## config.mk

```make
export PLATFORM = sky130hd
export DESIGN_NAME = fetch_prefetch_queue
export DESIGN_NICKNAME = d
export VERILOG_FILES = /design/src/rtl/mips_pkg.sv /design/src/rtl/fetch_fifo.sv /design/src/rtl/fetch_prefetch_queue.sv
export SDC_FILE = /design/constraint.sdc
export NUM_CORES = 1
export LEC_CHECK = 0
export CAP_MARGIN = 20
export CORE_MARGIN = 2
export CORE_UTILIZATION = 40
export DETAILED_ROUTE_END_ITERATION = 8
export PLACE_DENSITY = 0.6
export SLEW_MARGIN = 20
export SYNTH_ARGS = -nofsm -noshare
export SYNTH_HDL_FRONTEND = slang
export SYNTH_SLANG_ARGS = --single-unit
```

## constraint.sdc

```tcl
create_clock -name Clk -period 12.42 [get_ports Clk]
set_clock_uncertainty 0.05 [all_clocks]
set_input_delay 1.242 -clock Clk [delete_from_list [all_inputs] [get_ports Clk]]
set_output_delay 1.242 -clock Clk [all_outputs]
set_load 0.01 [all_outputs]
```

## src/rtl/mips_pkg.sv

```systemverilog
// Shared fetch-stage types: the NOP word and the queue entry layout.
// Latency: n/a (types and constants only).
// Backpressure: n/a.
//
// fetch_entry_t fixes instr and pc4 at XLEN bits. The fetch queue is built
// with ADDR_W = DATA_W = XLEN.
package mips_pkg;

    localparam int XLEN = 32;

    // NOP: opcode field all ones (6'd63), every other field zero.
    localparam logic [XLEN-1:0] NOP_INSTR = {6'd63, 26'd0};

    typedef struct packed {
        logic [XLEN-1:0] instr;
        logic [XLEN-1:0] pc4;
        logic            err;
    } fetch_entry_t;

endpackage

```

## src/rtl/fetch_fifo.sv

```systemverilog
// Fetch queue storage: DEPTH x fetch_entry_t.
// Latency: a write is visible at head one cycle after push; reads are combinational.
// Backpressure: none internally. The owner must not push when full; flush empties it.
//
// Ports: clk, rst_n (async, active-low), flush, push/push_entry, pop,
//        head (async read of oldest entry), full, empty, count.
// Pointers carry one extra wrap bit, so count = wr_ptr - rd_ptr modulo 2*DEPTH.
module fetch_fifo
    import mips_pkg::*;
#(
    parameter int DEPTH = 4
) (
    input  logic                     clk,
    input  logic                     rst_n,
    input  logic                     flush,
    input  logic                     push,
    input  fetch_entry_t             push_entry,
    input  logic                     pop,
    output fetch_entry_t             head,
    output logic                     full,
    output logic                     empty,
    output logic [$clog2(DEPTH):0]   count
);

    localparam int AW = $clog2(DEPTH);

    fetch_entry_t  mem [DEPTH];
    logic [AW:0]   wr_ptr;
    logic [AW:0]   rd_ptr;

    assign count = wr_ptr - rd_ptr;
    assign empty = (wr_ptr == rd_ptr);
    assign full  = (count == (AW+1)'(DEPTH));
    assign head  = mem[rd_ptr[AW-1:0]];

    always_ff @(posedge clk or negedge rst_n) begin
        if (!rst_n) begin
            wr_ptr <= '0;
            rd_ptr <= '0;
        end else if (flush) begin
            wr_ptr <= '0;
            rd_ptr <= '0;
        end else begin
            if (push) begin
                wr_ptr <= wr_ptr + 1'b1;
            end
            if (pop && !empty) begin
                rd_ptr <= rd_ptr + 1'b1;
            end
        end
    end

    // Storage carries no reset; only the pointers define validity.
    always_ff @(posedge clk) begin
        if (push && !flush) begin
            mem[wr_ptr[AW-1:0]] <= push_entry;
        end
    end

endmodule

```

## src/rtl/fetch_prefetch_queue.sv

```systemverilog
// Instruction prefetch queue: issues in-order fetches and buffers responses for IF/ID.
// Latency: rvalid to dec_valid_o is 1 cycle (0 cycles with FETCH_BYPASS_EN and an empty queue).
// Backpressure: dec_ready_i low holds the head; new requests stop once queue + outstanding = DEPTH.
//
// Ports: Clk, Rst (async, active-low); redirect_i/redirect_pc_i from ID;
//        imem_req_o/imem_addr_o/imem_gnt_i and imem_rvalid_i/imem_rdata_i/imem_err_i
//        to instruction memory; dec_valid_o/dec_instr_o/dec_pc4_o/dec_err_o/dec_ready_i to IF/ID.
// Optional feature macro: FETCH_BYPASS_EN (same-cycle response forwarding into an empty queue).
module fetch_prefetch_queue
    import mips_pkg::*;
#(
    parameter int                 ADDR_W   = 32,
    parameter int                 DATA_W   = 32,
    parameter int                 DEPTH    = 4,
    parameter logic [ADDR_W-1:0]  RESET_PC = '0
) (
    input  logic                 Clk,
    input  logic                 Rst,
    input  logic                 redirect_i,
    input  logic [ADDR_W-1:0]    redirect_pc_i,
    output logic                 imem_req_o,
    output logic [ADDR_W-1:0]    imem_addr_o,
    input  logic                 imem_gnt_i,
    input  logic                 imem_rvalid_i,
    input  logic [DATA_W-1:0]    imem_rdata_i,
    input  logic                 imem_err_i,
    output logic                 dec_valid_o,
    output logic [DATA_W-1:0]    dec_instr_o,
    output logic [ADDR_W-1:0]    dec_pc4_o,
    output logic                 dec_err_o,
    input  logic                 dec_ready_i
);

    localparam int CW = $clog2(DEPTH) + 1;

    localparam logic [0:0] ST_RUN   = 1'b0;
    localparam logic [0:0] ST_DRAIN = 1'b1;

    logic [0:0]        state;
    logic [ADDR_W-1:0] fetch_pc;
    // Address of the oldest outstanding request; responses return in order.
    logic [ADDR_W-1:0] rsp_addr;
    logic [CW-1:0]     outstanding;
    logic [CW-1:0]     drop_cnt;

    logic              rsp_ok;
    logic              rsp_run;
    logic              issue;
    logic              bypass;
    logic              push;
    logic              pop;
    logic [CW-1:0]     remaining;
    logic [CW:0]       credit_used;

    fetch_entry_t      push_entry;
    fetch_entry_t      head;
    logic              fifo_full;
    logic              fifo_empty;
    logic [CW-1:0]     fifo_count;

    // A response with nothing outstanding is spurious and ignored.
    assign rsp_ok      = imem_rvalid_i && (outstanding != '0);
    assign rsp_run     = rsp_ok && (state == ST_RUN) && !redirect_i;
    assign credit_used = {1'b0, fifo_count} + {1'b0, outstanding};

    // Rst gates the request so nothing is presented to memory while held in reset.
    assign imem_req_o  = Rst && (state == ST_RUN) && !redirect_i
                         && (credit_used < (CW+1)'(DEPTH));
    assign imem_addr_o = fetch_pc;
    assign issue       = imem_req_o && imem_gnt_i;

    // Outstanding count left over after this cycle's response retires.
    assign remaining   = outstanding - CW'(rsp_ok);

    assign push_entry.instr = imem_rdata_i;
    assign push_entry.pc4   = rsp_addr + ADDR_W'(4);
    assign push_entry.err   = imem_err_i;

`ifdef FETCH_BYPASS_EN
    // An empty queue forwards the response straight through; it is only
    // stored if IF/ID does not take it this cycle.
    assign bypass = rsp_run && fifo_empty;
    assign push   = rsp_run && !(bypass && dec_ready_i) && !fifo_full;
`else
    assign bypass = 1'b0;
    assign push   = rsp_run && !fifo_full;
`endif

    always_comb begin
        dec_valid_o = 1'b0;
        dec_instr_o = NOP_INSTR;
        dec_pc4_o   = '0;
        dec_err_o   = 1'b0;
        if (bypass) begin
            dec_valid_o = 1'b1;
            dec_instr_o = push_entry.instr;
            dec_pc4_o   = push_entry.pc4;
            dec_err_o   = push_entry.err;
        end else if (!fifo_empty) begin
            dec_valid_o = 1'b1;
            dec_instr_o = head.instr;
            dec_pc4_o   = head.pc4;
            dec_err_o   = head.err;
        end
    end

    // A bypassed word never enters the queue, so only pop a real head.
    // On redirect the flush wins; the popped word is consumed either way.
    assign pop = dec_valid_o && dec_ready_i && !fifo_empty;

    fetch_fifo #(
        .DEPTH (DEPTH)
    ) u_fifo (
        .clk        (Clk),
        .rst_n      (Rst),
        .flush      (redirect_i),
        .push       (push),
        .push_entry (push_entry),
        .pop        (pop),
        .head       (head),
        .full       (fifo_full),
        .empty      (fifo_empty),
        .count      (fifo_count)
    );

    always_ff @(posedge Clk or negedge Rst) begin
        if (!Rst) begin
            state       <= ST_RUN;
            fetch_pc    <= RESET_PC;
            rsp_addr    <= RESET_PC;
            outstanding <= '0;
            drop_cnt    <= '0;
        end else begin
            outstanding <= outstanding + CW'(issue) - CW'(rsp_ok);
            if (redirect_i) begin
                // Every request still in flight belongs to the old path.
                fetch_pc <= redirect_pc_i;
                rsp_addr <= redirect_pc_i;
                drop_cnt <= remaining;
                state    <= (remaining != '0) ? ST_DRAIN : ST_RUN;
            end else begin
                if (issue) begin
                    fetch_pc <= fetch_pc + ADDR_W'(4);
                end
                if (rsp_run) begin
                    rsp_addr <= rsp_addr + ADDR_W'(4);
                end
                if ((state == ST_DRAIN) && rsp_ok) begin
                    drop_cnt <= drop_cnt - 1'b1;
                    if (drop_cnt == CW'(1)) begin
                        state <= ST_RUN;
                    end
                end
            end
        end
    end

endmodule

```

==> results of run 1 <==
==> cell usage after synthesis, types with 2 or more instances <==
cell	number	share of area (%)
sky130_fd_sc_hd__xnor2_1	32	1.9
sky130_fd_sc_hd__inv_1	26	0.66
sky130_fd_sc_hd__o31ai_1	3	0.15
sky130_fd_sc_hd__and2_1	70	3.0
sky130_fd_sc_hd__nor4_4	2	0.29
sky130_fd_sc_hd__a41oi_1	2	0.12
sky130_fd_sc_hd__buf_2	14	0.48
sky130_fd_sc_hd__and3_1	16	0.68
sky130_fd_sc_hd__clkbuf_1	25	0.64
sky130_fd_sc_hd__nand3_1	40	1.4
sky130_fd_sc_hd__a21boi_0	7	0.36
sky130_fd_sc_hd__fa_1	2	0.27
sky130_fd_sc_hd__nor2_1	26	0.66
sky130_fd_sc_hd__nand3b_1	3	0.15
sky130_fd_sc_hd__buf_1	4	0.10
sky130_fd_sc_hd__and4_1	5	0.30
sky130_fd_sc_hd__nand2b_1	3	0.13
sky130_fd_sc_hd__nand2_1	70	1.8
sky130_fd_sc_hd__edfxtp_1	260	53
sky130_fd_sc_hd__nor2_2	2	0.085
sky130_fd_sc_hd__nand4b_1	3	0.18
sky130_fd_sc_hd__xor2_1	32	1.9
sky130_fd_sc_hd__o311ai_0	9	0.54
sky130_fd_sc_hd__ha_1	17	1.4
sky130_fd_sc_hd__o211ai_1	16	0.82
sky130_fd_sc_hd__nor3_2	2	0.14
sky130_fd_sc_hd__dfrtp_1	77	13
sky130_fd_sc_hd__o311ai_2	2	0.22
sky130_fd_sc_hd__nand4_1	24	1.0
sky130_fd_sc_hd__mux4_2	65	9.9
sky130_fd_sc_hd__or4_1	7	0.36
sky130_fd_sc_hd__nor3_1	5	0.17
sky130_fd_sc_hd__a31oi_1	3	0.13
sky130_fd_sc_hd__o21ai_0	44	1.5
sky130_fd_sc_hd__o31a_1	2	0.12
sky130_fd_sc_hd__or2_2	9	0.38
sky130_fd_sc_hd__a21oi_1	10	0.34
==> critical path, stage by stage (launching register included) <==
cell and delay [ps]:
sky130_fd_sc_hd__dfrtp_4 1130, sky130_fd_sc_hd__inv_1 210, sky130_fd_sc_hd__fa_1 470, sky130_fd_sc_hd__xnor3_1 300, sky130_fd_sc_hd__ha_1 270, sky130_fd_sc_hd__or4b_4 520
sky130_fd_sc_hd__nor3_1 270, sky130_fd_sc_hd__clkdlybuf4s50_1 590
==> final timing paths <==
kind / from / end / slack (ps) / cells after the start
setup / recovery: u_fifo.rd_ptr[1]$_DFFE_PN0P_ / imem_req_o / 6840 / 7
hold / removal: rsp_addr[0]$_DFFE_PN0P_ / u_fifo.mem[3][1]$_DFFE_PP_ / 480 / 0
setup reg to reg: u_fifo.rd_ptr[1]$_DFFE_PN0P_ / outstanding[2]$_DFF_PN0_ / 7630 / 15
hold reg to reg: rsp_addr[0]$_DFFE_PN0P_ / u_fifo.mem[3][1]$_DFFE_PP_ / 480 / 0
max in group asynchronous: Rst / imem_addr_o[12]$_DFFE_PN0P_ / 10690 / 2
min in group asynchronous: Rst / rsp_addr[12]$_DFFE_PN0N_ / 670 / 1
==> registers in the layout, indices dropped and copies added (netlist names) <==
name and count:
u_fifo.wr_ptr 3, state 1, u_fifo.rd_ptr 3, rsp_addr 32
imem_addr_o 32, u_fifo.mem 260, outstanding 3, drop_cnt 3
==> where the power goes <==
group	internal, mW	switching, mW	total (mW)
sequential	1.28	0.0748	1.35
clock	0.646	0.444	1.09
combinational	0.317	0.263	0.581
==> cells by family after synthesis <==
| group | after synthesis | share of synthesized area (%) |
|---|---|---|
| AOI/OAI and AO/OA | 105 | 4.794 |
| xor gates and xnor gates | 65 | 3.961 |
| adders and majority gates | 19 | 1.717 |
| buffers and inverters | 72 | 1.981 |
| DFF | 337 | 66.13 |
| muxes | 67 | 10.09 |
| and+or+nand+nor | 296 | 11.32 |
==> routing by layer <==
layer  GRT usage, %  wire (µm)
met1          24.02      15120
met2          27.01      14580
met3          3.146       1551
met4          4.153        599
met5              0          0
==> per-stage QoR <==
step / cells / utilization [%] / power, mW / hold slack (ps)
final: 1631 / 49.75 / 3.026 / 475.9
after global routing: 1631 / 49.75 / 3.173 / 492.0
after CTS: 1630 / 49.67 / 3.078 / 474.0
after detailed placement: 1562 / 46.32 / 1.974 / 459.7
after global placement: 1562 / 46.32 / 1.964 / 458.9
after floorplan: 961 / - / 1.698 / 426.0
==> cell type report <==
| class | instances | area [µm²] |
|---|---|---|
| fill | 3173 | 18310 |
| timing repair buffer | 178 | 1772 |
| tap | 468 | 585.6 |
| multi-input combinational | 552 | 4701 |
| inverter | 28 | 105.1 |
| clock inverter | 23 | 211.5 |
| clock buffer | 45 | 1008 |
| sequential | 337 | 9742 |
==> report_table.html, run 1 <==
<table>
<tr><th>Metric</th><th>Value</th></tr>
<tr><th colspan="2">Run status</th></tr>
<tr><td>Result of the run</td><td>completed</td></tr>
<tr><th colspan="2">STA</th></tr>
<tr><td>Setup violations, final</td><td>0</td></tr>
<tr><td>Highest achievable clock rate</td><td>~180 MHz</td></tr>
<tr><td>Unrepaired setup endpoints after global routing</td><td>false</td></tr>
<tr><td>Final Hold Viols</td><td>0</td></tr>
<tr><td>Setup slack of the critical path after layout</td><td>6843 ps</td></tr>
<tr><td>Slew @ Worst Pin</td><td>1107 ps</td></tr>
<tr><td>Fin. max-slew vios</td><td>0</td></tr>
<tr><td>Final critical path time including I/O delays and setup</td><td>5577 ps</td></tr>
<tr><td>Summed negative setup slack over all endpoints</td><td>0 ps</td></tr>
<tr><td>Worst slew margin relative to its limit</td><td>25.90%</td></tr>
<tr><td>Final period util</td><td>44.91%</td></tr>
<tr><th colspan="2">Synthesis</th></tr>
<tr><td>Count of flip-flops with a built-in enable after synthesis</td><td>260</td></tr>
<tr><td>Sequential fraction of the synthesis area</td><td>66.13%</td></tr>
<tr><td>Syn Inst Count</td><td>between 900 and 1,000</td></tr>
<tr><td>Most instantiated flip-flop cell in the synthesis netlist</td><td>sky130_fd_sc_hd__edfxtp_1</td></tr>
<tr><td>Net Count, Synth</td><td>between 1,000 and 1,500</td></tr>
<tr><td>Synth Warn #</td><td>0</td></tr>
<tr><td>Synth unique cells</td><td>59</td></tr>
<tr><td>Cell Area, Synth</td><td>14,720 µm²</td></tr>
<tr><td>Post-synthesis area per instance</td><td>~15 µm²</td></tr>
<tr><td>Synth async-reset ratio</td><td>around 23%</td></tr>
<tr><td>Yosys reg bits</td><td>337</td></tr>
<tr><th colspan="2">Finish</th></tr>
<tr><td>Share of cells above drive strength 1</td><td>between 10% and 20%</td></tr>
<tr><td>Final antenna diode count</td><td>0</td></tr>
<tr><td>Leading cell type in the layout, fill and taps excluded</td><td>sky130_fd_sc_hd__edfxtp_1</td></tr>
<tr><td>Nets</td><td>~1,200</td></tr>
<tr><td>Finished Cell Area</td><td>18,120 µm²</td></tr>
<tr><td>Most used cells in the layout excluding fill and tap cells</td><td>260 x sky130_fd_sc_hd__edfxtp_1, 167 x sky130_fd_sc_hd__clkdlybuf4s50_1, 75 x sky130_fd_sc_hd__dfrtp_1, 70 x sky130_fd_sc_hd__nand2_1, 67 x sky130_fd_sc_hd__and2_1</td></tr>
<tr><td>Signed area change from the synthesized netlist to the final layout</td><td>23.14%</td></tr>
<tr><th colspan="2">Critical path</th></tr>
<tr><td>Kind of start point of the critical path</td><td>flip-flop</td></tr>
<tr><td>Crit. End Element</td><td>output pin</td></tr>
<tr><td>CP arrival</td><td>approximately 4300 ps</td></tr>
<tr><td>Type of the worst setup path</td><td>flip-flop to output pin</td></tr>
<tr><td>Required time reported for the critical path endpoint</td><td>between 10,000 and 15,000 ps</td></tr>
<tr><td>Maximum fanout along the worst path</td><td>just under 70</td></tr>
<tr><th colspan="2">Placement</th></tr>
<tr><td>GP Congestion</td><td>slightly above 0.8</td></tr>
<tr><td>Count of buffers inserted at the top-level ports</td><td>between 150 and 200</td></tr>
<tr><td>Total half-perimeter wirelength after legalization and detailed placement</td><td>around 20,000 µm</td></tr>
<tr><td>Post-Place Setup Slack</td><td>between 7000 and 8000 ps</td></tr>
<tr><td>Post-Place Cell Area</td><td>16,880 µm²</td></tr>
<tr><th colspan="2">Clocking</th></tr>
<tr><td>Clock tree from TritonCTS</td><td>yes</td></tr>
<tr><td>Hold buffer count at cts</td><td>0</td></tr>
<tr><td>CTS H-Tree Depth</td><td>2</td></tr>
<tr><td>Post-cts resize count</td><td>0</td></tr>
<tr><td>Clk slew on worst S/H paths</td><td>around 60 ps</td></tr>
<tr><td>Clock buffers created by TritonCTS</td><td>38</td></tr>
<tr><td>Post-CTS setup buffer count</td><td>0</td></tr>
<tr><td>Number of sinks handled by clock tree synthesis</td><td>337</td></tr>
<tr><td>Maximum count of clock buffers along a single path</td><td>3</td></tr>
<tr><td>Root buffer cell</td><td>sky130_fd_sc_hd__clkbuf_16</td></tr>
<tr><td>Clock latency on the worst-skew pair</td><td>520 ps</td></tr>
<tr><th colspan="2">Global routing</th></tr>
<tr><td>Total global routing overflow</td><td>0</td></tr>
<tr><td>Vias in the first global route</td><td>between 8,000 and 9,000</td></tr>
<tr><td>Initial antenna violation count</td><td>0</td></tr>
<tr><td>Pin count of the biggest net entering global routing</td><td>69</td></tr>
<tr><td>Total routing resource utilization after global routing</td><td>approximately 17%</td></tr>
<tr><td>First-pass GRT wire length</td><td>slightly above 50,000 µm</td></tr>
<tr><th colspan="2">Route</th></tr>
<tr><td>Via-to-Cell Ratio</td><td>approximately 5.3</td></tr>
<tr><td>Count of antenna-violating nets left after detailed routing</td><td>0</td></tr>
<tr><td>Remaining routing DRC violations</td><td>0</td></tr>
<tr><td>Detailed Routing Iterations Pass 1</td><td>5</td></tr>
<tr><td>Total Wirelength</td><td>31,850 µm</td></tr>
<tr><td>Initial drt markers</td><td>between 500 and 600</td></tr>
<tr><td>Via count of the routed design</td><td>a little under 9,000</td></tr>
<tr><td>Mean routed wirelength per cell</td><td>between 15 and 20 µm</td></tr>
<tr><th colspan="2">Die</th></tr>
<tr><td>Die X-Extent</td><td>between 150 and 200 µm</td></tr>
<tr><td>Initial core utilization</td><td>about two fifths</td></tr>
<tr><td>Core ar.</td><td>between 30,000 and 40,000 µm²</td></tr>
<tr><td>Num rows</td><td>70</td></tr>
<tr><td>Vertical die dimension</td><td>approximately 200 µm</td></tr>
<tr><td>Num ports</td><td>between 150 and 200</td></tr>
<tr><td>Die outline area</td><td>38,350 µm²</td></tr>
<tr><th colspan="2">Run</th></tr>
<tr><td>Count of maximum capacitance violations</td><td>0</td></tr>
<tr><th colspan="2">Power and ir drop</th></tr>
<tr><td>Reported leakage power</td><td>6.114 nW</td></tr>
<tr><td>Power density of the placed cells</td><td>between 150 and 200 nW/µm²</td></tr>
<tr><td>Peak VDD IR</td><td>0.08703 mV</td></tr>
<tr><th colspan="2">Hold path</th></tr>
<tr><td>Hold WC Path Type</td><td>flip-flop to flip-flop</td></tr>
</table>
No activity file was read; power rests on OpenSTA's default activity.
==> run 2: changes to the inputs <==
- PLACE_DENSITY: 0.6 -> 0.63
- clock period: 12.42 -> 4.6 ns (I/O delays scaled with it)
==> run 2 against run 1 <==
Net effect:
- register-to-register slack got worse by 6800 ps
- sequential power rose to 2.7 times the previous value
- routed wire length up 2.6%
- count of clock-buffer cells in the layout up 4
- final area is 1.0% higher
- critical endpoint is now dec_instr_o[30]
- clock power grew to 2.9 times the previous value
- cell count increased by 0.43%
- largest cell class unchanged
- first-iteration DRC count fell by 17%
==> report_table.html, run 2 (synthesized netlist as in run 1, its figures left out) <==
<table>
<tr><th>Metric</th><th>Value</th></tr>
<tr><th colspan="2">Placement</th></tr>
<tr><td>GP Congestion</td><td>0.8127 (-1.5%)</td></tr>
<tr><td>Count of buffers inserted at the top-level ports</td><td>169 (unchanged)</td></tr>
<tr><td>Number of cells after detailed placement</td><td>1,568 (+0.38%)</td></tr>
<tr><td>Post-Place Cell Area</td><td>16,960 µm² (+0.49%)</td></tr>
<tr><td>Total half-perimeter wirelength after legalization and detailed placement</td><td>20,360 µm (+4.3%)</td></tr>
<tr><th colspan="2">Critical path</th></tr>
<tr><td>Crit. End Element</td><td>output pin</td></tr>
<tr><td>Required time reported for the critical path endpoint</td><td>4090 ps (-7040 ps)</td></tr>
<tr><td>Kind of start point of the critical path</td><td>flip-flop</td></tr>
<tr><td>Maximum fanout along the worst path</td><td>37 (-46%)</td></tr>
<tr><td>Crit Reg-Reg Startpoint</td><td>u_fifo.wr_ptr[0]$_DFFE_PN0P_</td></tr>
<tr><td>Critical path origin</td><td>u_fifo.rd_ptr[0]$_DFFE_PN0P_</td></tr>
<tr><td>Worst reg2reg endpoint</td><td>outstanding[2]$_DFF_PN0_</td></tr>
<tr><td>Register-to-register setup slack</td><td>840 ps (-6790 ps)</td></tr>
<tr><td>Number of cells on the worst reg-to-reg path</td><td>16 (+1)</td></tr>
<tr><td>Type of the worst setup path</td><td>flip-flop to output pin</td></tr>
<tr><td>CP arrival</td><td>3630 ps (-660 ps)</td></tr>
<tr><td>Worst setup path endpoint</td><td>dec_instr_o[30]</td></tr>
<tr><th colspan="2">Clocking</th></tr>
<tr><td>Maximum count of clock buffers along a single path</td><td>3 (unchanged)</td></tr>
<tr><td>Root buffer cell</td><td>sky130_fd_sc_hd__clkbuf_16</td></tr>
<tr><td>Number of sinks handled by clock tree synthesis</td><td>337 (unchanged)</td></tr>
<tr><td>Clk slew on worst S/H paths</td><td>60 ps (about the same)</td></tr>
<tr><td>Clock tree from TritonCTS</td><td>yes</td></tr>
<tr><td>Clock latency on the worst-skew pair</td><td>520 ps (about the same)</td></tr>
<tr><td>Clock buffers created by TritonCTS</td><td>38 (unchanged)</td></tr>
<tr><td>Hold buffer count at cts</td><td>1 (+1)</td></tr>
<tr><td>Post-cts resize count</td><td>0 (unchanged)</td></tr>
<tr><td>Post-CTS setup buffer count</td><td>0 (unchanged)</td></tr>
<tr><td>CTS H-Tree Depth</td><td>2 (unchanged)</td></tr>
<tr><th colspan="2">Route</th></tr>
<tr><td>Routed length on met3</td><td>1596 µm (+2.9%)</td></tr>
<tr><td>Total Wirelength</td><td>32,700 µm (+2.6%)</td></tr>
<tr><td>Remaining routing DRC violations</td><td>0 (unchanged)</td></tr>
<tr><td>Metal1 wirelength</td><td>15,630 µm (+3.4%)</td></tr>
<tr><td>Via-to-Cell Ratio</td><td>5.252 (-0.88%)</td></tr>
<tr><td>Highest layer used for signal routing</td><td>met4</td></tr>
<tr><td>Mean routed wirelength per cell</td><td>19.96 µm (+2.2%)</td></tr>
<tr><td>Met2 Routed Length</td><td>15,030 µm (+3.1%)</td></tr>
<tr><td>Count of antenna-violating nets left after detailed routing</td><td>0 (unchanged)</td></tr>
<tr><td>Via count of the routed design</td><td>8,602 (-0.45%)</td></tr>
<tr><td>Detailed Routing Iterations Pass 1</td><td>5 (unchanged)</td></tr>
<tr><td>Initial drt markers</td><td>418 (-17%)</td></tr>
<tr><th colspan="2">Global routing</th></tr>
<tr><td>Pin count of the biggest net entering global routing</td><td>77 (+12%)</td></tr>
<tr><td>Total global routing overflow</td><td>0 (unchanged)</td></tr>
<tr><td>First-pass GRT wire length</td><td>51,670 µm (+2.2%)</td></tr>
<tr><td>Total routing resource utilization after global routing</td><td>17.33% (+0.44 points)</td></tr>
<tr><td>Vias in the first global route</td><td>9,019 (+1.8%)</td></tr>
<tr><td>Initial antenna violation count</td><td>0 (unchanged)</td></tr>
<tr><th colspan="2">Finish</th></tr>
<tr><td>Filler Cell Count</td><td>3,090 (-2.6%)</td></tr>
<tr><td>Signed area change from the synthesized netlist to the final layout</td><td>24.38%</td></tr>
<tr><td>Final antenna diode count</td><td>0 (unchanged)</td></tr>
<tr><td>Nets</td><td>1,231 (+0.49%)</td></tr>
<tr><td>Most used cells in the layout excluding fill and tap cells</td><td>260 x sky130_fd_sc_hd__edfxtp_1, 167 x sky130_fd_sc_hd__clkdlybuf4s50_1, 75 x sky130_fd_sc_hd__dfrtp_1, 70 x sky130_fd_sc_hd__nand2_1, 67 x sky130_fd_sc_hd__and2_1</td></tr>
<tr><td>Leading cell type in the layout, fill and taps excluded</td><td>sky130_fd_sc_hd__edfxtp_1</td></tr>
<tr><td>Finished Layout Cells</td><td>1,638 (+0.43%)</td></tr>
<tr><td>Final core area utilization</td><td>50.25% (+0.50 points)</td></tr>
<tr><td>Finished Cell Area</td><td>18,310 µm² (+1.0%)</td></tr>
<tr><td>Flip-flop count of the largest register, all copies and words added</td><td>260 (unchanged)</td></tr>
<tr><td>Share of cells above drive strength 1</td><td>14.79% (+0.17 points)</td></tr>
<tr><th colspan="2">Die</th></tr>
<tr><td>Num rows</td><td>70 (unchanged)</td></tr>
<tr><td>Initial core utilization</td><td>40.40% (unchanged)</td></tr>
<tr><td>Die outline area</td><td>38,350 µm² (unchanged)</td></tr>
<tr><td>Core ar.</td><td>36,430 µm² (unchanged)</td></tr>
<tr><td>Vertical die dimension</td><td>195.8 µm (unchanged)</td></tr>
<tr><td>Die X-Extent</td><td>195.8 µm (unchanged)</td></tr>
<tr><td>Num ports</td><td>170 (unchanged)</td></tr>
<tr><th colspan="2">Power and ir drop</th></tr>
<tr><td>Power density of the placed cells</td><td>461.7 nW/µm² (+180%)</td></tr>
<tr><td>Reported leakage power</td><td>6.207 nW (+1.5%)</td></tr>
<tr><td>Peak VDD IR</td><td>0.2813 mV (+220%)</td></tr>
<tr><td>Total power after layout</td><td>8.454 mW (+180%)</td></tr>
<tr><th colspan="2">STA</th></tr>
<tr><td>Slew @ Worst Pin</td><td>1057 ps (-50.04 ps)</td></tr>
<tr><td>Final period util</td><td>between 80% and 90%</td></tr>
<tr><td>Summed negative setup slack over all endpoints</td><td>0 ps (unchanged)</td></tr>
<tr><td>Worst slew margin relative to its limit</td><td>29.50% (+3.6 points)</td></tr>
<tr><td>Final Hold Viols</td><td>0 (unchanged)</td></tr>
<tr><td>Highest achievable clock rate</td><td>approximately 240 MHz</td></tr>
<tr><td>Fin. max-slew vios</td><td>0 (unchanged)</td></tr>
<tr><td>Unrepaired setup endpoints after global routing</td><td>false</td></tr>
<tr><td>Setup violations, final</td><td>0 (unchanged)</td></tr>
<tr><td>Final critical path time including I/O delays and setup</td><td>a little over 4000 ps</td></tr>
<tr><th colspan="2">Run status</th></tr>
<tr><td>Result of the run</td><td>completed</td></tr>
<tr><th colspan="2">Hold path</th></tr>
<tr><td>Hold WC Path Type</td><td>input pin to asynchronous set/reset pin</td></tr>
<tr><th colspan="2">Run</th></tr>
<tr><td>Count of maximum capacitance violations</td><td>0 (unchanged)</td></tr>
</table>
-- run 2: cell types whose count changed in the layout (fill, tap and decap cells not counted), moves of 2 or more --
cell                         change
sky130_fd_sc_hd__buf_12          +3
sky130_fd_sc_hd__buf_4           +3
sky130_fd_sc_hd__bufinv_16       +3
sky130_fd_sc_hd__clkbuf_16       +2
sky130_fd_sc_hd__clkinv_1        +2
sky130_fd_sc_hd__clkinv_2        -3
sky130_fd_sc_hd__clkinvlp_4      -3
sky130_fd_sc_hd__inv_6           -3
-- run 2: power by group --
part | internal, mW | total, mW | switching [mW]
Combinational | 0.865 | 1.67 | 0.809
Sequential | 3.46 | 3.60 | 0.142
Clock | 1.99 | 3.18 | 1.19
Total | 6.31 | 8.45 | 2.14
-- run 2: final cells by class --
cell class	count	area, µm²	area share (%)
repair buffers	184	1837	10.03
multi-input cells	552	4701	25.68
clock inverters	20	260.3	1.422
inverters	28	106.4	0.5809
well taps	468	585.6	3.198
flip-flops and latches	337	9742	53.21
clock buffers	49	1076	5.878
-- run 2: per-stage QoR --
stage               hold slack [ps]  worst slack, ps
floorplan                     114.4            281.3
global placement              210.2            918.2
detailed placement            211.4            822.6
CTS                           285.3            342.7
global route                  273.8            155.7
finish                        282.2            462.6
-- run 2: how the worst min path moves through the flow --
| stage | from | endpoint | cells after the start |
|---|---|---|---|
| 2_1_floorplan | Rst | drop_cnt[0]$_DFFE_PN0P_ | 0 |
| 3_3_place_gp | Rst | imem_addr_o[2]$_DFFE_PN0P_ | 1 |
| 3_5_place_dp | Rst | imem_addr_o[2]$_DFFE_PN0P_ | 1 |
| 4_1_cts | Rst | imem_addr_o[2]$_DFFE_PN0P_ | 2 |
| 5_1_grt | Rst | imem_addr_o[2]$_DFFE_PN0P_ | 2 |
| 6_report | Rst | imem_addr_o[2]$_DFFE_PN0P_ | 2 |
-- run 2: worst max-delay path: stages (launching register included) --
cell,delay [ps]
sky130_fd_sc_hd__dfrtp_4,410
sky130_fd_sc_hd__buf_4,660
sky130_fd_sc_hd__buf_4,650
sky130_fd_sc_hd__mux4_2,570
sky130_fd_sc_hd__or2_2,300
sky130_fd_sc_hd__clkdlybuf4s50_1,480
-- run 2: metal layers --
metal  GRT usage, %  up-vias
li1               -     4034
met1          25.28     4308
met2          27.34      225
met3          2.991       35
met4          3.900        0
met5              0        -
